[src/rtl/sram_mem_ctrl_pkg.sv]
// Shared types and geometry for the multi-cycle external SRAM controller.
package sram_mem_ctrl_pkg;

   typedef enum logic [1:0] {
      StIdle = 2'd0,
      StLo   = 2'd1,
      StHi   = 2'd2,
      StDone = 2'd3
   } state_e;

   localparam int unsigned WAIT_CYCLES_DEF = 5;
   localparam int unsigned BASE_ADDR_DEF   = 1024;
   localparam int unsigned SRAM_AW_DEF     = 18;
   localparam int unsigned SRAM_DW_DEF     = 16;

endpackage

[src/rtl/sram_mem_ctrl.sv]
// Splits each 32-bit CPU load/store into two 16-bit asynchronous SRAM accesses,
// holding ready low until both halves are done.
module sram_mem_ctrl
   import sram_mem_ctrl_pkg::*;
#(
   parameter int unsigned WAIT_CYCLES = WAIT_CYCLES_DEF,
   parameter int unsigned BASE_ADDR   = BASE_ADDR_DEF,
   parameter int unsigned SRAM_AW     = SRAM_AW_DEF,
   parameter int unsigned SRAM_DW     = SRAM_DW_DEF
) (
   input  logic               i_clk,
   input  logic               i_rst,
   input  logic               i_mem_r_en,
   input  logic               i_mem_w_en,
   input  logic [31:0]        i_addr,
   input  logic [31:0]        i_wdata,
   output logic [31:0]        o_rdata,
   output logic               o_ready,
   output logic [SRAM_AW-1:0] o_sram_addr,
   output logic [SRAM_DW-1:0] o_sram_dq,
   input  logic [SRAM_DW-1:0] i_sram_dq,
   output logic               o_sram_dq_oe,
   output logic               o_sram_we_n,
   output logic               o_sram_ce_n,
   output logic               o_sram_oe_n,
   output logic               o_sram_ub_n,
   output logic               o_sram_lb_n
);

   localparam int unsigned CW = $clog2(WAIT_CYCLES) + 1;
   localparam int unsigned WW = SRAM_AW - 1;
   localparam logic [CW-1:0] CNT_LAST = CW'(WAIT_CYCLES - 1);

   state_e              r_state;
   logic [CW-1:0]       r_cnt;
   logic                r_is_wr;
   logic [WW-1:0]       r_word;
   logic [31:0]         r_wdata;
   logic [31:0]         r_rdata;
   logic [SRAM_AW-1:0]  r_sram_addr;
   logic [SRAM_DW-1:0]  r_sram_dq;
   logic                r_sram_dq_oe;
   logic                r_sram_we_n;

   logic                w_req;
   logic [WW-1:0]       w_word;
   logic [CW-1:0]       w_cnt_inc;
   logic                w_last;
   logic                w_next_last;

   assign w_req       = i_mem_r_en | i_mem_w_en;
   // addr[1:0] drop out of the shift; wrap modulo the SRAM size comes from the truncation
   assign w_word      = WW'((i_addr - 32'(BASE_ADDR)) >> 2);
   assign w_cnt_inc   = r_cnt + CW'(1);
   assign w_last      = (r_cnt == CNT_LAST);
   assign w_next_last = (w_cnt_inc == CNT_LAST);

   always_ff @(posedge i_clk) begin
      if (i_rst) begin
         r_state      <= StIdle;
         r_cnt        <= '0;
         r_is_wr      <= 1'b0;
         r_word       <= '0;
         r_wdata      <= '0;
         r_rdata      <= '0;
         r_sram_addr  <= '0;
         r_sram_dq    <= '0;
         r_sram_dq_oe <= 1'b0;
         r_sram_we_n  <= 1'b1;
      end else begin
         unique case (r_state)
            StIdle: begin
               if (w_req) begin
                  r_state      <= StLo;
                  r_cnt        <= '0;
                  r_is_wr      <= i_mem_w_en;
                  r_word       <= w_word;
                  r_wdata      <= i_wdata;
                  r_sram_addr  <= {w_word, 1'b0};
                  r_sram_dq    <= i_wdata[SRAM_DW-1:0];
                  r_sram_dq_oe <= i_mem_w_en;
                  r_sram_we_n  <= ~i_mem_w_en;
               end
            end
            StLo: begin
               if (w_last) begin
                  r_state     <= StHi;
                  r_cnt       <= '0;
                  r_sram_addr <= {r_word, 1'b1};
                  r_sram_dq   <= r_wdata[2*SRAM_DW-1:SRAM_DW];
                  r_sram_we_n <= ~r_is_wr;
                  if (!r_is_wr) begin
                     r_rdata[SRAM_DW-1:0] <= i_sram_dq;
                  end
               end else begin
                  r_cnt       <= w_cnt_inc;
                  // release we_n one cycle early so address/data hold past the write pulse
                  r_sram_we_n <= ~r_is_wr | w_next_last;
               end
            end
            StHi: begin
               if (w_last) begin
                  r_state      <= StDone;
                  r_cnt        <= '0;
                  r_sram_dq_oe <= 1'b0;
                  r_sram_we_n  <= 1'b1;
                  if (!r_is_wr) begin
                     r_rdata[2*SRAM_DW-1:SRAM_DW] <= i_sram_dq;
                  end
               end else begin
                  r_cnt       <= w_cnt_inc;
                  r_sram_we_n <= ~r_is_wr | w_next_last;
               end
            end
            StDone: begin
               r_state <= StIdle;
            end
            default: begin
               r_state <= StIdle;
            end
         endcase
      end
   end

   assign o_ready      = ~w_req | (r_state == StDone);
   assign o_rdata      = r_rdata;
   assign o_sram_addr  = r_sram_addr;
   assign o_sram_dq    = r_sram_dq;
   assign o_sram_dq_oe = r_sram_dq_oe;
   assign o_sram_we_n  = r_sram_we_n;
   assign o_sram_ce_n  = 1'b0;
   assign o_sram_oe_n  = 1'b0;
   assign o_sram_ub_n  = 1'b0;
   assign o_sram_lb_n  = 1'b0;

endmodule

[config.mk]
export PLATFORM = sky130hd
export DESIGN_NAME = sram_mem_ctrl
export DESIGN_NICKNAME = d
export VERILOG_FILES = /design/src/rtl/sram_mem_ctrl_pkg.sv /design/src/rtl/sram_mem_ctrl.sv
export SDC_FILE = /design/constraint.sdc
export NUM_CORES = 1
export LEC_CHECK = 0
export CELL_PAD_IN_SITES_DETAIL_PLACEMENT = 0
export CELL_PAD_IN_SITES_GLOBAL_PLACEMENT = 2
export CORE_MARGIN = 10
export CORE_UTILIZATION = 27
export DETAILED_ROUTE_END_ITERATION = 10
export PLACE_DENSITY_LB_ADDON = 0.1
export SLEW_MARGIN = 30
export SYNTH_ARGS = -nofsm -noshare
export SYNTH_HDL_FRONTEND = slang
export SYNTH_SLANG_ARGS = --single-unit
export TNS_END_PERCENT = 20
[constraint.sdc]
create_clock -name i_clk -period 4.4 [get_ports i_clk]
set_clock_uncertainty 0.1 [all_clocks]
set_input_delay 0.66 -clock i_clk [delete_from_list [all_inputs] [get_ports i_clk]]
set_output_delay 0.66 -clock i_clk [all_outputs]
set_load 0.05 [all_outputs]
==> results of run 1 <==
[layout by cell type (no fill, tap or decap), types with 4 or more instances in the layout]
master           synthesis  layout
o21ai_0                  9       8
nand2_1                131     131
a211oi_1                32      32
dfxtp_1                108     108
nor2_1                  42      42
buf_4                    4       7
clkbuf_16                0       9
conb_1                   1       4
mux2i_1                 26      26
a21oi_1                 66      66
nand2b_1                 5       5
nor3_1                   7       7
ha_1                     8       7
xnor2_1                  4       4
clkdlybuf4s50_1          0     136
inv_1                    7       7
[metrics by stage]
stage	utilization [%]	area [um^2]	total power, mW	setup slack [ns]
floorplan	-	4539	2.714	2.385
finish	38.96	6437	4.187	1.080
global route	38.96	6437	4.496	1.017
global placement	36.74	6071	3.309	1.175
detailed placement	36.98	6111	3.376	1.127
CTS	38.91	6430	4.268	1.127
[layout make-up]
cell class / instances / area [um^2] / area share, %
tap: 220 / 275.3 / 4.276
sequential: 108 / 2162 / 33.59
timing repair buffer: 144 / 1441 / 22.39
multi-input combinational: 380 / 2213 / 34.38
clock inverter: 4 / 72.57 / 1.127
inverter: 7 / 26.28 / 0.4082
clock buffer: 12 / 246.5 / 3.829
[critical path, cell delays in order]
cell and delay, ns:
clkdlybuf4s50_1 0.57, nor2_1 0.36, or2_2 0.17, clkdlybuf4s50_1 0.80
[where the power goes]
part	leakage [nW]	internal [mW]	switching [mW]
combinational	1.23	0.723	1.27
sequential	0.886	1.21	0.121
clock	0.153	0.514	0.355
[layer usage]
metal  up-vias  GRT usage (%)  wire length, um
met5         -              0                8
li1       2049              -                -
met3        13          6.371             1282
met1      1869          13.79             5840
met2        93          20.77             6622
met4         2          3.140              148
[how the worst max path moves through the flow]
stage	from	to	slack [ns]	depth (start not counted)
floorplan	i_addr[10]	r_word[16]$_SDFFE_PP0P_	2.38	6
global placement	i_mem_w_en	o_ready	1.17	4
finish	i_mem_w_en	o_ready	1.08	4
CTS	i_mem_w_en	o_ready	1.13	4
detailed placement	i_mem_w_en	o_ready	1.13	4
global route	i_mem_w_en	o_ready	1.02	4
[logic make-up after synthesis]
logic type	after synthesis	share of synthesized area [%]
AOI/OAI and AO/OA	126	17.74
muxes	26	5.747
adders and majority gates	8	2.211
other	1	0.08282
xor gates and xnor gates	5	0.9671
DFF	108	47.75
and+or+nand+nor	211	20.97
buffers and inverters	47	4.532
[sequential cells by signal (all words and copies together) (netlist names)]
| signal | flops |
|---|---|
| o_sram_addr | 18 |
| r_cnt | 4 |
| o_sram_dq_oe | 1 |
| r_state | 2 |
| r_is_wr | 1 |
| o_sram_dq | 16 |
| o_rdata | 32 |
| r_word | 17 |
| o_sram_we_n | 1 |
| r_wdata | 16 |
==> key figures, run 1 <==
Run status
  • Status: finished clean

Timing
  • Max transition margin: 39.35%
  • WHS: 0.3520 ns
  • Total negative setup slack: 0 ns
  • Fin crit share: 75.46%
  • Hold violation count in the final report: 0
  • # setup viols final: 0
  • Min cycle time layout: 3.320 ns
  • RSZ-0062 raised after global routing: no
  • F_max: 0.3012 GHz
  • Max Slew Vio Count: 0
  • Worst-Margin Slew: 0.9098 ns

Layout
  • Diodes inserted: 0
  • Layout area overhead: 42.17%
  • Layout cells sized above 1: 5.954%
  • Layout net count: 742
  • Post-route insts no fill: 875
  • Filler instances: 1711

Clock tree
  • Resize count post-CTS: 0
  • Clk pin slew, worst setup/hold paths: 0.06 ns
  • CTS buffer count: 9
  • Clock latency on the worst-skew pair: 0.34 ns
  • CTS Hold Bufs: 0
  • Deepest clock path buffer count: 2
  • Root buffer cell: clkbuf_16
  • Setup Fix Bufs, Post-CTS: 0
  • CTS tree: built
  • CTS sink cnt: 108
  • H-Tree Depth: 3

Die
  • I/O pin count: 157
  • Cell row count: 47
  • Starting Density: 27.40%
  • Full die area: 22350 um^2
  • Chip width: 149.5 um
  • Die Height: 149.5 um
  • Core area: 16520 um^2

Yosys
  • Seq/Total Area, Yosys: 47.75%
  • Avg Cell Area, Syn: 8.511 um^2
  • Most numerous cell in the Yosys netlist: nand2_1
  • Synth warn: 0
  • Post-synth top area share: 47.75%
  • Top cell type by total area after synthesis: dfxtp_1
  • Synth area leaders: dfxtp_1 48%, nand2_1 11%, a21oi_1 7.3%, mux2i_1 5.7%, a211oi_1 5.3%
  • Yosys cell types: 47
  • FF+latch count, synth: 108
  • Synthesized instance count: 532
  • Main flop type after synthesis: dfxtp_1
  • Synthesized area: 4528 um^2
  • Post-synthesis async set-or-reset flop share: 0%
  • Synth top cells by count: 131 x nand2_1, 108 x dfxtp_1, 66 x a21oi_1
  • Post-synth EDFFs: 0

Hold path
  • WHS Path Cells: 2
  • Hold_sp: o_rdata[27]$_SDFFE_PP0P_
  • Endpoint, Worst Hold: o_rdata[27]$_SDFFE_PP0P_
  • Hold WC Path Type: reg -> reg

Setup path
  • Worst R2R Start: r_state[0]$_SDFFE_PP0P_
  • Worst R2R Path Depth: 7
  • Req. time, crit path: 3.64 ns
  • Reg-to-reg endpoint: o_sram_dq[3]$_SDFFE_PP0P_
  • Critical path endpoint category: output pin
  • Startpoint Class: primary input
  • R2r setup slk: 1.77 ns
  • CP Class: in -> out
  • Worst EP arrival: 2.56 ns
  • CP max FO: 7

Place
  • Port-buffer cells: 137
  • Detailed Place HPWL: 9843 um
  • GPL Wtd Cong: 0.7623
  • DP Cell Count: 859

GRT
  • Vias in the first global route: 4173
  • Antenna violations before repair: 1
  • Largest net degree at the start of global routing: 84
  • Remaining Overflow, GRT: 0
  • Global-route wire length before repair: 22130 um
  • GRT Overall Usage: 12.48%

Route
  • DR vias/cell: 4.601
  • Wire per inst: 15.89 um
  • Post-route DRC: 0
  • Post-route antenna net violation count: 0
  • Total length of routed wires: 13900 um
  • First DRT Iteration DRCs: 184
  • DRT Pass-1 Iters: 4
  • Via count: 4026

Power
  • Cell Pwr Density: 650.4 nW/um^2
  • Maximum VDD drop: 0.2660 mV
  • Leakage: 2.273 nW

Job
  • Max cap viols: 0
No activity file was read; power rests on OpenSTA's default activity.
==> inputs of run 2 (changes only) <==
--- a/config.mk
+++ b/config.mk
@@ -8,7 +8,7 @@
 export CELL_PAD_IN_SITES_DETAIL_PLACEMENT = 0
 export CELL_PAD_IN_SITES_GLOBAL_PLACEMENT = 2
 export CORE_MARGIN = 10
-export CORE_UTILIZATION = 27
+export CORE_UTILIZATION = 25
 export DETAILED_ROUTE_END_ITERATION = 10
 export PLACE_DENSITY_LB_ADDON = 0.1
 export SLEW_MARGIN = 30
==> constraint.sdc (replaced) <==
create_clock -name i_clk -period 3.2 [get_ports i_clk]
set_clock_uncertainty 0.1 [all_clocks]
set_input_delay 0.48 -clock i_clk [delete_from_list [all_inputs] [get_ports i_clk]]
set_output_delay 0.48 -clock i_clk [all_outputs]
set_load 0.05 [all_outputs]
==> run 2 against run 1 <==
Clock-buffer cell count down 2. Combinational power increased by 41%. Critical path depth up 3. Flip-flop and latch count unchanged. Critical path type is now reg -> reg. Critical endpoint is now o_sram_dq[2]$_SDFFE_PP0P_. Largest power group unchanged. Highest routed layer is now met4.
==> key figures, run 2 (same netlist as run 1, synthesis figures left out) <==
Job
  • Max cap viols: 0 (unchanged)

Route
  • DRT Pass-1 Iters: 4 (unchanged)
  • Post-route antenna net violation count: 0 (unchanged)
  • Via count: 4008 (-0.45%)
  • Total length of routed wires: 14360 um (+3.3%)
  • Post-route DRC: 0 (unchanged)
  • DR vias/cell: 4.524 (-1.7%)
  • Wire per inst: 16.21 um (+2.0%)
  • First DRT Iteration DRCs: 123 (-33%)

Setup path
  • CP max FO: 25 (+18)
  • CP Class: reg -> reg
  • Critical path endpoint category: flip-flop
  • R2r setup slk: 0.71 ns (-1.06 ns)
  • Slowest-stage cell, CP: a211oi_4
  • Startpoint Class: flip-flop
  • Req. time, crit path: 3.35 ns (-0.29 ns)
  • Slowest stage delay, CP: 0.69 ns (-0.11 ns)
  • Worst-path cell chain: inv_1 -> ha_1 -> nor3b_2 -> a211oi_4 -> buf_12 -> nor2_1 -> a211oi_1
  • Worst EP arrival: 2.65 ns (+0.09 ns)

Layout
  • Most frequent cells in the layout: 135 x clkdlybuf4s50_1, 131 x nand2_1, 108 x dfxtp_1
  • Register Area: 2162 um^2 (unchanged)
  • Layout area overhead: 42.19% (about the same)
  • Max reg flops: 32 (unchanged)
  • Layout cells sized above 1: 6.545% (+0.59 points)
  • Filler instances: 1875 (+9.6%)
  • Post-route insts no fill: 886 (+1.3%)
  • Diodes inserted: 0 (unchanged)
  • Layout net count: 745 (+0.40%)
  • Multi-input logic area: 2193 um^2 (-0.90%)
  • Most common cell after layout, fill and taps aside: clkdlybuf4s50_1

Timing
  • Max Slew Vio Count: 0 (unchanged)
  • Max transition margin: 47.65% (+8.3 points)
  • Total negative setup slack: 0 ns (unchanged)
  • Final worst slack: 0.7079 ns (-0.3717 ns)
  • Fin crit share: 77.88%
  • F_max: 0.4013 GHz
  • # setup viols final: 0 (unchanged)
  • Worst-Margin Slew: 0.7829 ns (-0.1269 ns)
  • RSZ-0062 raised after global routing: no
  • Min cycle time layout: 2.492 ns
  • Hold violation count in the final report: 0 (unchanged)
  • WHS: 0.3494 ns (-0.002642 ns)

Power
  • Cell Pwr Density: 892.4 nW/um^2 (+37%)
  • Maximum VDD drop: 0.4326 mV (+63%)
  • Leakage: 2.277 nW (+0.16%)
  • Final Power: 5.746 mW (+37%)

Clock tree
  • CTS sink cnt: 108 (unchanged)
  • CTS Hold Bufs: 0 (unchanged)
  • Clock latency on the worst-skew pair: 0.35 ns (about the same)
  • Setup Fix Bufs, Post-CTS: 0 (unchanged)
  • Deepest clock path buffer count: 2 (unchanged)
  • H-Tree Depth: 3 (unchanged)
  • CTS buffer count: 9 (unchanged)
  • Clk pin slew, worst setup/hold paths: 0.07 ns (about the same)
  • CTS tree: built
  • Root buffer cell: clkbuf_16
  • Resize count post-CTS: 0 (unchanged)

GRT
  • Remaining Overflow, GRT: 0 (unchanged)
  • Largest net degree at the start of global routing: 61 (-27%)
  • Vias in the first global route: 4157 (-0.38%)
  • Global-route wire length before repair: 22820 um (+3.1%)
  • Antenna violations before repair: 0 (-1)
  • GRT Overall Usage: 11.89% (-0.59 points)

Die
  • Chip width: 154.6 um (+3.4%)
  • Cell row count: 49 (+4.3%)
  • Starting Density: 25.29% (-2.1 points)
  • Full die area: 23900 um^2 (+6.9%)
  • Core area: 17900 um^2 (+8.3%)
  • I/O pin count: 157 (unchanged)
  • Die Height: 154.6 um (+3.4%)

Run status
  • Status: finished clean

Place
  • Detailed Place HPWL: 9809 um (-0.34%)
  • DP Cell Count: 871 (+1.4%)
  • Place WS: 0.5288 ns (-0.5981 ns)
  • GPL Wtd Cong: 0.7278 (-4.5%)
  • Port-buffer cells: 137 (unchanged)

Hold path
  • Hold WC Path Type: reg -> reg
==> run 2: cell type report <==
type                       count  share of cell area [%]
clock buffer                  10                   3.556
clock inverter                 5                  0.9716
inverter                       7                  0.4081
multi-input combinational    380                   34.07
sequential                   108                   33.58
tap                          229                   4.450
timing repair buffer         147                   22.97
==> run 2: final timing paths <==
check,cells after the start,to,from
worst min-delay path,2,r_word[11]$_SDFFE_PP0P_,r_word[11]$_SDFFE_PP0P_
worst max-delay path,7,o_sram_dq[2]$_SDFFE_PP0P_,r_state[0]$_SDFFE_PP0P_
worst min register to register,2,r_word[11]$_SDFFE_PP0P_,r_word[11]$_SDFFE_PP0P_
worst max register to register,7,o_sram_dq[2]$_SDFFE_PP0P_,r_state[0]$_SDFFE_PP0P_
==> run 2: power breakdown <==
part           internal, mW  switching (mW)
Combinational          1.03            1.77
Clock                 0.609           0.509
Sequential             1.66           0.166
Total                  3.30            2.45
==> run 2: worst max-delay path, delay by kind of cell, from the launching register on <==
kind	cells	cell delay [ns]
AOI/OAI and AO/OA	2	0.90
DFF	1	0.38
buffers and inverters	2	0.34
adders and majority gates	1	0.34
and+or+nand+nor	2	0.32
==> run 2: per-stage QoR <==
stage	cell area [um^2]	utilization, %
detailed placement	6147	34.34
global route	6439	35.97
global placement	6147	34.34
CTS	6439	35.97
floorplan	4539	-
finish	6439	35.97
==> run 2: per-layer routing <==
layer | up-vias | global-route usage, % | routed length [um]
li1 | 2052 | - | -
met1 | 1858 | 13.39 | 6209
met2 | 89 | 19.74 | 6796
met3 | 9 | 5.851 | 1234
met4 | 0 | 2.699 | 122
met5 | - | 0 | 0
